--- src/rtl/param_sync_ram.sv ---
// Simple-dual-port synchronous RAM with selectable read latency, read-during-write
// policy and an optional post-reset zero-fill sweep.
module param_sync_ram #(
  parameter int DATA_W     = 4,
  parameter int ADDR_W     = 4,
  parameter int RD_LATENCY = 1,
  parameter int WR_FIRST   = 1,
  parameter int INIT_ZERO  = 1
) (
  input  logic              clk,
  input  logic              rst_n,
  input  logic              write,
  input  logic [ADDR_W-1:0] waddr,
  input  logic [DATA_W-1:0] datain,
  input  logic              read,
  input  logic [ADDR_W-1:0] raddr,
  output logic [DATA_W-1:0] dataout,
  output logic              rvalid,
  output logic              busy
);

  localparam int DEPTH = 1 << ADDR_W;

  typedef enum logic {S_CLEAR, S_READY} state_t;
  localparam state_t RESET_STATE = (INIT_ZERO != 0) ? S_CLEAR : S_READY;

  state_t            state;
  logic [ADDR_W-1:0] clr_cnt;

  logic [DATA_W-1:0] mem [DEPTH];

  logic              mem_we;
  logic [ADDR_W-1:0] mem_wa;
  logic [DATA_W-1:0] mem_wd;

  logic              rd_acc;
  logic              bypass;
  logic [DATA_W-1:0] rd_word;

  logic              s1_v;
  logic [DATA_W-1:0] s1_d;

  // busy is a direct decode of the sequencer state, so it doubles as the state probe.
  assign busy = (state == S_CLEAR);

  always_ff @(posedge clk or negedge rst_n) begin
    if (!rst_n) begin
      state   <= RESET_STATE;
      clr_cnt <= '0;
    end else if (state == S_CLEAR) begin
      clr_cnt <= clr_cnt + 1'b1;
      if (clr_cnt == '1) begin
        state <= S_READY;
      end
    end
  end

  // The clear sweep owns the write port; user writes are dropped while busy.
  always_comb begin
    mem_we = 1'b0;
    mem_wa = waddr;
    mem_wd = datain;
    if (state == S_CLEAR) begin
      mem_we = 1'b1;
      mem_wa = clr_cnt;
      mem_wd = '0;
    end else begin
      mem_we = write;
    end
  end

  always_ff @(posedge clk) begin
    if (mem_we) begin
      mem[mem_wa] <= mem_wd;
    end
  end

  assign rd_acc  = read && (state == S_READY);
  assign bypass  = (WR_FIRST != 0) && write && (waddr == raddr);
  assign rd_word = bypass ? datain : mem[raddr];

  // Idle slots carry zero data so dataout is 0 whenever rvalid is 0.
  always_ff @(posedge clk or negedge rst_n) begin
    if (!rst_n) begin
      s1_v <= 1'b0;
      s1_d <= '0;
    end else begin
      s1_v <= rd_acc;
      s1_d <= rd_acc ? rd_word : '0;
    end
  end

  generate
    if (RD_LATENCY == 2) begin : g_lat2
      logic              s2_v;
      logic [DATA_W-1:0] s2_d;

      always_ff @(posedge clk or negedge rst_n) begin
        if (!rst_n) begin
          s2_v <= 1'b0;
          s2_d <= '0;
        end else begin
          s2_v <= s1_v;
          s2_d <= s1_d;
        end
      end

      assign rvalid  = s2_v;
      assign dataout = s2_d;
    end else begin : g_lat1
      assign rvalid  = s1_v;
      assign dataout = s1_d;
    end
  endgenerate

endmodule

--- config.mk ---
export PLATFORM = sky130hd
export DESIGN_NAME = param_sync_ram
export DESIGN_NICKNAME = d
export VERILOG_FILES = /design/src/rtl/param_sync_ram.sv
export SDC_FILE = /design/constraint.sdc
export NUM_CORES = 1
export LEC_CHECK = 0
export ABC_AREA = 1
export CAP_MARGIN = 20
export CORE_ASPECT_RATIO = 0.5
export CORE_MARGIN = 8
export CORE_UTILIZATION = 53
export DETAILED_ROUTE_END_ITERATION = 10
export GPL_TIMING_DRIVEN = 0
export PLACE_DENSITY_LB_ADDON = 0.12
export SLEW_MARGIN = 10
export SYNTH_ARGS = -nofsm -noshare
export SYNTH_HDL_FRONTEND = slang
export SYNTH_SLANG_ARGS = --single-unit
--- constraint.sdc ---
create_clock -name clk -period 1.4 [get_ports clk]
set_input_delay 0.14 -clock clk [delete_from_list [all_inputs] [get_ports clk]]
set_output_delay 0.14 -clock clk [all_outputs]
set_load 0.01 [all_outputs]
; ---- Word-level counts from Yosys, hierarchy flattened
; Memories as Yosys holds them, arrays and structs flattened.
; Cells that the tools add are included.
[word_totals]
reg_bits = 10
mem_bits_rw = 64
input_bits = 16
out_inout_bits = 6
wordCells = 20
memories = 1
[memory_table]
columns = memory, depth, word_bits, rd, rd_ports_with_merged_regs, wr, line_no
row1 = mem, 16, 4, 1, 0, 1, 30  ; logic [DATA_W-1:0] mem [DEPTH];
[classes]
n_addsub = 1
n_eq_ne = 2
n_mux = 9
bitwise = 1
reduce_logical = 2
[ops]
columns = op, n
row1 = $mux 4, 4
row2 = $mux 1, 5
row3 = $add 4x1->4 const B, 1
row4 = $eq 4x4->1, 1
row5 = $eq 4x4->1 const B, 1
row6 = $logic_and 1x1->1, 2
row7 = $not 1->1, 1

; ---- Longest topological paths before layout
; Gate-level depths: netlist (run 1).
[depth]
depth_word = 4
depth_mapped = 11

; ---- Worst setup path before layout (run 1)
; OpenSTA, ideal clock, no wires.
[synth_path]
path_type = flip-flop to flip-flop
startpoint = reg state
endpoint = mem mem[11][0] (enable)
setup_ps = 329
arrival_time_ps = 1144
t_required_ps = 1071
slack_ps = -73
path_stages_with_launch = 5
path_cell_list = dfrtp_1 -> buf_2 -> a21oi_1 -> nand2_1 -> nor2_1
[synth_between]
elab_chain_cells = 3
word_cells_on_any_way = 4
classes_between = mux: 4
[synth_lines]
columns = element, line_no
row1 = start: declaration, 27  ; state_t state;
row2 = start signal: assignment, 48  ; state <= RESET_STATE;
row3 = start signal: assignment, 53  ; state <= S_READY;
row4 = $mux 1, 63  ; if (state == S_CLEAR) begin
row5 = $mux 1, 73  ; if (mem_we) begin
row6 = $mux 1 (implied by the code), 74  ; mem[mem_wa] <= mem_wd;
row7 = end: declaration, 30
; Several ways; a longest one is shown, not always the timed one.

; ---- Worst setup path after layout (run 1)
[layout_path]
startpoint = reg state
endpoint = mem mem[9][2] (enable)
; The elaborated chain is that of the path after synthesis.

==> results of run 1 <==
-- worst max path at each step --
stage	to	slack (ns)	cells after the start
CTS	mem[14][2]$_DFFE_PP_	-0.12	5
floorplan	mem[13][0]$_DFFE_PP_	-0.01	6
global route	mem[9][3]$_DFFE_PP_	-0.18	5
detailed placement	mem[9][1]$_DFFE_PP_	-0.35	5
finish	mem[9][2]$_DFFE_PP_	-0.13	5
global placement	mem[9][1]$_DFFE_PP_	-0.34	5
-- kinds of logic after synthesis --
logic type	after synthesis	share of synthesized area
flip-flops	74	0.634
XOR/XNOR	3	0.00767
adder cells (fa/ha/maj)	1	0.00365
AND/OR/NAND/NOR	201	0.248
buffers and inverters	65	0.0924
AO/OA/AOI/OAI	8	0.0146
-- synthesized netlist by cell type --
library cell    n  area share
nor2_1         30       0.033
o21ai_2         2      0.0051
o21ai_0         2      0.0029
edfxtp_1       64        0.56
nand3_4         1      0.0051
buf_2           3      0.0044
nand3_1        48       0.070
inv_4           1      0.0018
dfrtp_1        10       0.073
nand4_1         1      0.0018
nand2_2         1      0.0018
xor2_1          1      0.0026
inv_1          50       0.055
ha_1            1      0.0037
buf_6           6       0.020
inv_6           2      0.0051
a21oi_1         2      0.0029
o21ai_1         1      0.0015
or2_1           1      0.0018
nand2_1       116        0.13
nand2_4         1      0.0033
o21a_1          1      0.0022
nor2_2          2      0.0037
buf_4           3      0.0066
xnor2_1         2      0.0051
-- flip-flops by register name, summed over array words and instances (netlist names) --
register,flops
clr_cnt,4
dataout,4
mem,64
rvalid,1
state,1
-- what timing repair did --
item,CTS,global route
pin swaps,19,12
setup endpoints to repair,129,97
hold buffers,0,0
endpoints found under the hold margin,0,0
resized for setup,48,11
setup buffers,8,5
-- final cells by class --
type | instances | area, um2 | share of cell area
Timing Repair Buffer | 31 | 333 | 0.0748
Clock inverter | 6 | 57.6 | 0.0129
Inverter | 53 | 234 | 0.0526
Tap cell | 88 | 110 | 0.0248
Multi-Input combinational cell | 213 | 1200 | 0.270
Sequential cell | 74 | 2170 | 0.489
Clock buffer | 10 | 229 | 0.0515
Buffer | 12 | 111 | 0.0250
-- layer usage --
layer,global-route usage,up-vias,share of wire
li1,-,1215,-
met1,0.239,1193,0.44
met2,0.289,101,0.46
met3,0.0700,15,0.084
met4,0.0599,0,0.013
met5,0,-,0
-- where the power goes --
group	internal (mW)	switching (mW)
logic	0.191	0.317
registers	2.42	0.00478
clock network	1.37	0.854
-- cells in the final DEF (no fill, tap or decap), drive strengths merged --
cell type      count
nand2            118
edfxtp            64
nand3             49
inv               49
nor2              32
buf               26
clkdlybuf4s50     17
clkbuf            10
dfrtp             10
clkinv             5
o21ai              5
clkinvlp           4
xnor2              2
a21oi              2
o21a               1
or2                1
nand4              1
xor2               1
ha                 1
bufinv             1
-- through the flow --
stage | utilization | std cells | instance area, um2
after CTS | 0.707 | 482 | 4350
after global placement | 0.616 | 458 | 3790
after floorplan | - | 352 | 3500
final | 0.723 | 487 | 4450
after global routing | 0.723 | 487 | 4450
after detailed placement | 0.616 | 458 | 3790
==> flow_summary.yaml, run 1 <==
sta:
  worst_slew_pin_slew_ns: 0.473
  worst_slack_ns: -0.127
  final-setup-viol-count: 64
  fmax_mhz: 655
  period_needed_ns: 1.53
  rsz0062_at_grt: "true"
  finalCritPeriodShare: 1.09
  hold_viol_final: 0
  hold_slack_ns: 0.130
  slew_viol_final: 0
  fin_skew_ns: 0.00424
  timing.setup.tns_ns: -6.73
  slew_headroom: 0.684
cts:
  clk_pin_slew_ns: 0.05
  cts_tree: "yes"
  insertion_delay_ns: 0.34
  cts_buffers: 9
  clockRootBuffer: "clkbuf_16"
  ctsHtreeMaxLevel: 3
  clock_sinks: 74
  ctsLongestPathBuffers: 2
setup_path:
  r2r_slack_ns: -0.13
  crit_arrival_ns: 1.56
  slowest_stage: "dfrtp_2"
  path_delay_family: "simple AND/OR/NAND/NOR gates"
  worst-setup-path-type: "reg2reg"
  cp_slowest_stage_delay_ns: 0.47
  worst_setup_path_start_kind: "flop"
  cp_max_fo: 6
  endpoint_kind: "flop"
  worstSetupStartpoint: "state$_DFF_PN0_"
  reg2reg_depth: 5
  required_ns: 1.44
  crit_buf_inv: 2
  crit_path_cell_trace: "inv_4, buf_6, or2_4, nand3_4, nor2_4"
  r2r_end: "mem[9][2]$_DFFE_PP_"
  r2r_start: "state$_DFF_PN0_"
logic_synthesis:
  synth_nets: 369
  synth_warnings: 0
  postSynthCellCount: 352
  seq_area_frac_synth: 0.634
  syn_area_per_cell_um2: 9.73
  yosysUniqueCellTypes: 25
  ys_seq_elements: 74
  netlist_area_um2: 3430
outcome:
  violations: "negative setup slack"
  outcome: "finished, violations left"
floorplanning:
  fp.dieH_um: 72.9
  initial_utilization: 0.557
  die_w_um: 130
  coreArea_um2: 6160
  dieArea_um2: 9450
  pin_count: 22
  num_rows: 20
global_routing:
  antenna_found_initial: 0
  grt_pass1_vias: 2553
  gr-total-overflow: 0
  grt_pass1_wl_um: 13000
  grt_usage: 0.187
  grt_max_degree: 17
power_and_ir_drop:
  power_density_nw_per_um2: 1160
  p_leak_nw: 1.87
  irDropWorstVdd_mv: 0.749
  total_power_mw: 5.15
route:
  dr_total_vias: 2524
  drtAntennaViolNets: 0
  wirelength_um: 8310
  wl_per_cell_um: 17.1
  drt-initial-drc-count: 281
  drt_pass1_iterations: 7
  viasPerCell: 5.18
  post-route-drc-count: 0
cells_and_area:
  n_antenna_cell: 0
  num-nets-final: 411
  post_route_cells_drive_above_1_share: 0.241
  syn_to_final_growth_pct: 29.8
  fill_cells: 446
place:
  hpwl_um: 5720
  preCtsSetupSlack_ns: -0.350
  globalplace.congestion: 0.838
  io_buffer_count: 18
run:
  drv_cap: 0
min_path:
  hold_path_class: "in2async"
Note: power is estimated with default switching activity, not from simulation.
==> inputs of run 2 (changes only) <==
- CTS_CLUSTER_DIAMETER: unset -> 150
==> results of run 2 <==
Same layout as run 1: the final DEF is identical, and so are final timing and power.
==> inputs of run 3 (changes only) <==
- ABC_AREA: 1 -> unset
- CORE_UTILIZATION: 53 -> 55
- CTS_BUF_LIST: unset -> sky130_fd_sc_hd__clkbuf_2 sky130_fd_sc_hd__clkbuf_4 sky130_fd_sc_hd__clkbuf_8
==> flow_summary.yaml, run 3 <==
logic_synthesis:
  synthTopCellsByArea: "edfxtp_1 (61%), mux4_1 (10%), dfrtp_1 (8.0%)"
  synthArstFlopShare: 0.135
  synth_area_leader_cell: "edfxtp_1"
  postSynthCellCount: 187
  ys.flop_type: "edfxtp_1"
  ys_seq_elements: 74
  seq_area_frac_synth: 0.691
  synth_nets: 204
  syn_area_per_cell_um2: 16.8
  netlist_area_um2: 3140
  netlist_top_cells_count: "edfxtp_1 (64), nor2_1 (21), mux4_1 (12)"
  synth.most_common_cell: "edfxtp_1"
  synth_warnings: 0
  yosysUniqueCellTypes: 32
  synth_top_area_share: 0.611
  synth_edf_count: 64
cells_and_area:
  n_antenna_cell: 0
  syn_to_final_growth_pct: 27.1
  num-nets-final: 235
  largest_reg_flops: 64
  most-common-layout-cells: "edfxtp_1 (64), nor2_4 (16), clkdlybuf4s50_1 (16)"
  layout_commonest_cell: "edfxtp_1"
  fin_cells: 296
  largest_register: "mem"
  post_route_cells_drive_above_1_share: 0.368
setup_path:
  endpoint_kind: "flop"
  crit_arrival_ns: 1.75
  cp_max_fo: 1
  required_ns: 1.64
  worst-setup-path-type: "reg2reg"
  worst_setup_path_start_kind: "flop"
cts:
  ctsHtreeMaxLevel: 3
  cts_tree: "yes"
  clk_pin_slew_ns: 0.08
  insertion_delay_ns: 0.36
  clock_sinks: 74
  clockRootBuffer: "clkbuf_8"
  ctsLongestPathBuffers: 2
  cts_buffers: 9
outcome:
  violations: "negative setup slack"
  outcome: "finished, violations left"
min_path:
  hold_path_class: "in2async"
sta:
  hold_viol_final: 0
  rsz0062_at_grt: "true"
  slew_headroom: 0.680
  slew_viol_final: 0
  final-setup-viol-count: 68
  period_needed_ns: 1.51
  timing.setup.tns_ns: -4.23
  fin_skew_ns: 0.0151
  finalCritPeriodShare: 1.08
  fmax_mhz: 662
  worst_slack_ns: -0.111
  worst_slew_pin_slew_ns: 0.480
route:
  routed-wl-met2_um: 3270
  post-route-drc-count: 0
  wirelength_um: 6980
  wl_met1_um: 2970
  dr_wl_met3_um: 633
  top_layer: "met4"
  viasPerCell: 6.06
  wl_per_cell_um: 23.6
  drtAntennaViolNets: 0
  drt_pass1_iterations: 4
  drt-initial-drc-count: 147
  dr_total_vias: 1793
run:
  drv_cap: 0
floorplanning:
  fp.dieH_um: 69.5
  die_w_um: 123
  num_rows: 19
  dieArea_um2: 8540
  pin_count: 22
  initial_utilization: 0.572
  coreArea_um2: 5490
global_routing:
  grt_pass1_vias: 1870
  grt_max_degree: 17
  gr-total-overflow: 0
  grt_usage: 0.175
  grt_pass1_wl_um: 10900
  antenna_found_initial: 0
power_and_ir_drop:
  p_leak_nw: 1.29
  irDropWorstVdd_mv: 0.807
  total_power_mw: 4.47
  power_density_nw_per_um2: 1120
place:
  io_buffer_count: 17
  dp_cells: 277
  preCtsSetupSlack_ns: -0.517
  globalplace.congestion: 0.817
  hpwl_um: 4430
## run 3: changes by cell type in the layout (fill, tap and decap cells not counted), sizes merged, moves of 4 or more
cell	before	now
clkinv	5	1
mux4	0	16
nand2	118	7
and3	0	6
nand3	49	6
a22oi	0	4
and2	0	6
nand4	1	5
clkbuf	10	15
buf	26	9
nor2	32	21
inv	49	4
## run 3: what timing repair did
item | in CTS | in global routing
pin swaps | 16 | 7
setup endpoints to repair | 133 | 69
setup buffers | 3 | 0
hold buffers | 0 | 0
resized for setup | 78 | 8
cloned | 0 | 1
## run 3: metrics by stage
stage                util  hold slack, ns  cell area, um2
global route        0.727           0.127            3990
floorplan               -          -0.156            3150
CTS                 0.717          0.0998            3940
global placement    0.621           0.466            3410
finish              0.727           0.100            3990
detailed placement  0.621           0.485            3410
## run 3: final cells by class
cell class                      count  area, um2
Clock inverter                      6       66.3
Fill cell                         330       1500
Inverter                            3       18.8
Clock buffer                       10        131
Sequential cell                    74       2170
Timing Repair Buffer               21        238
Buffer                              9       88.8
Tap cell                           73       91.3
Multi-Input combinational cell    100       1180
## run 3: layer usage
layer | vias up | GRT usage
met5 | - | 0
met4 | 0 | 0.0590
met3 | 11 | 0.0626
met2 | 71 | 0.253
met1 | 904 | 0.240
li1 | 807 | -
## run 3: power breakdown
part           switching [mW]  leakage [nW]  internal, mW
clock network           0.824        0.0923         0.845
registers             0.00398         0.703          2.42
logic                   0.213         0.491         0.171
## run 3: kinds of logic after synthesis
| logic type | after synthesis | share of synthesized area |
|---|---|---|
| multiplexers | 17 | 0.133 |
| AND/OR/NAND/NOR | 58 | 0.0900 |
| XOR/XNOR | 7 | 0.0195 |
| flip-flops | 74 | 0.691 |
| adder cells (fa/ha/maj) | 1 | 0.00398 |
| buffers and inverters | 13 | 0.0243 |
| AO/OA/AOI/OAI | 17 | 0.0386 |
## run 3: worst paths after layout
check | cells past startpoint | from | slack [ns] | end
setup / recovery | 4 | mem[8][3]$_DFFE_PP_ | -0.11 | dataout[3]$_DFF_PN0_
hold / removal | 1 | rst_n | 0.10 | clr_cnt[3]$_DFFE_PN0N_
setup reg to reg | 4 | mem[8][3]$_DFFE_PP_ | -0.11 | dataout[3]$_DFF_PN0_
hold reg to reg | 1 | clr_cnt[2]$_DFFE_PN0N_ | 0.62 | clr_cnt[2]$_DFFE_PN0N_
max in group asynchronous | 1 | rst_n | 0.96 | clr_cnt[0]$_DFFE_PN0N_
min in group clk | 3 | datain[1] | 0.38 | dataout[1]$_DFF_PN0_
## run 3: worst max-delay path: stages, from the launching register on
cell and delay [ns]:
edfxtp_1 0.37, mux4_2 0.51, a22oi_2 0.24, and3_1 0.20, o21ai_1 0.07
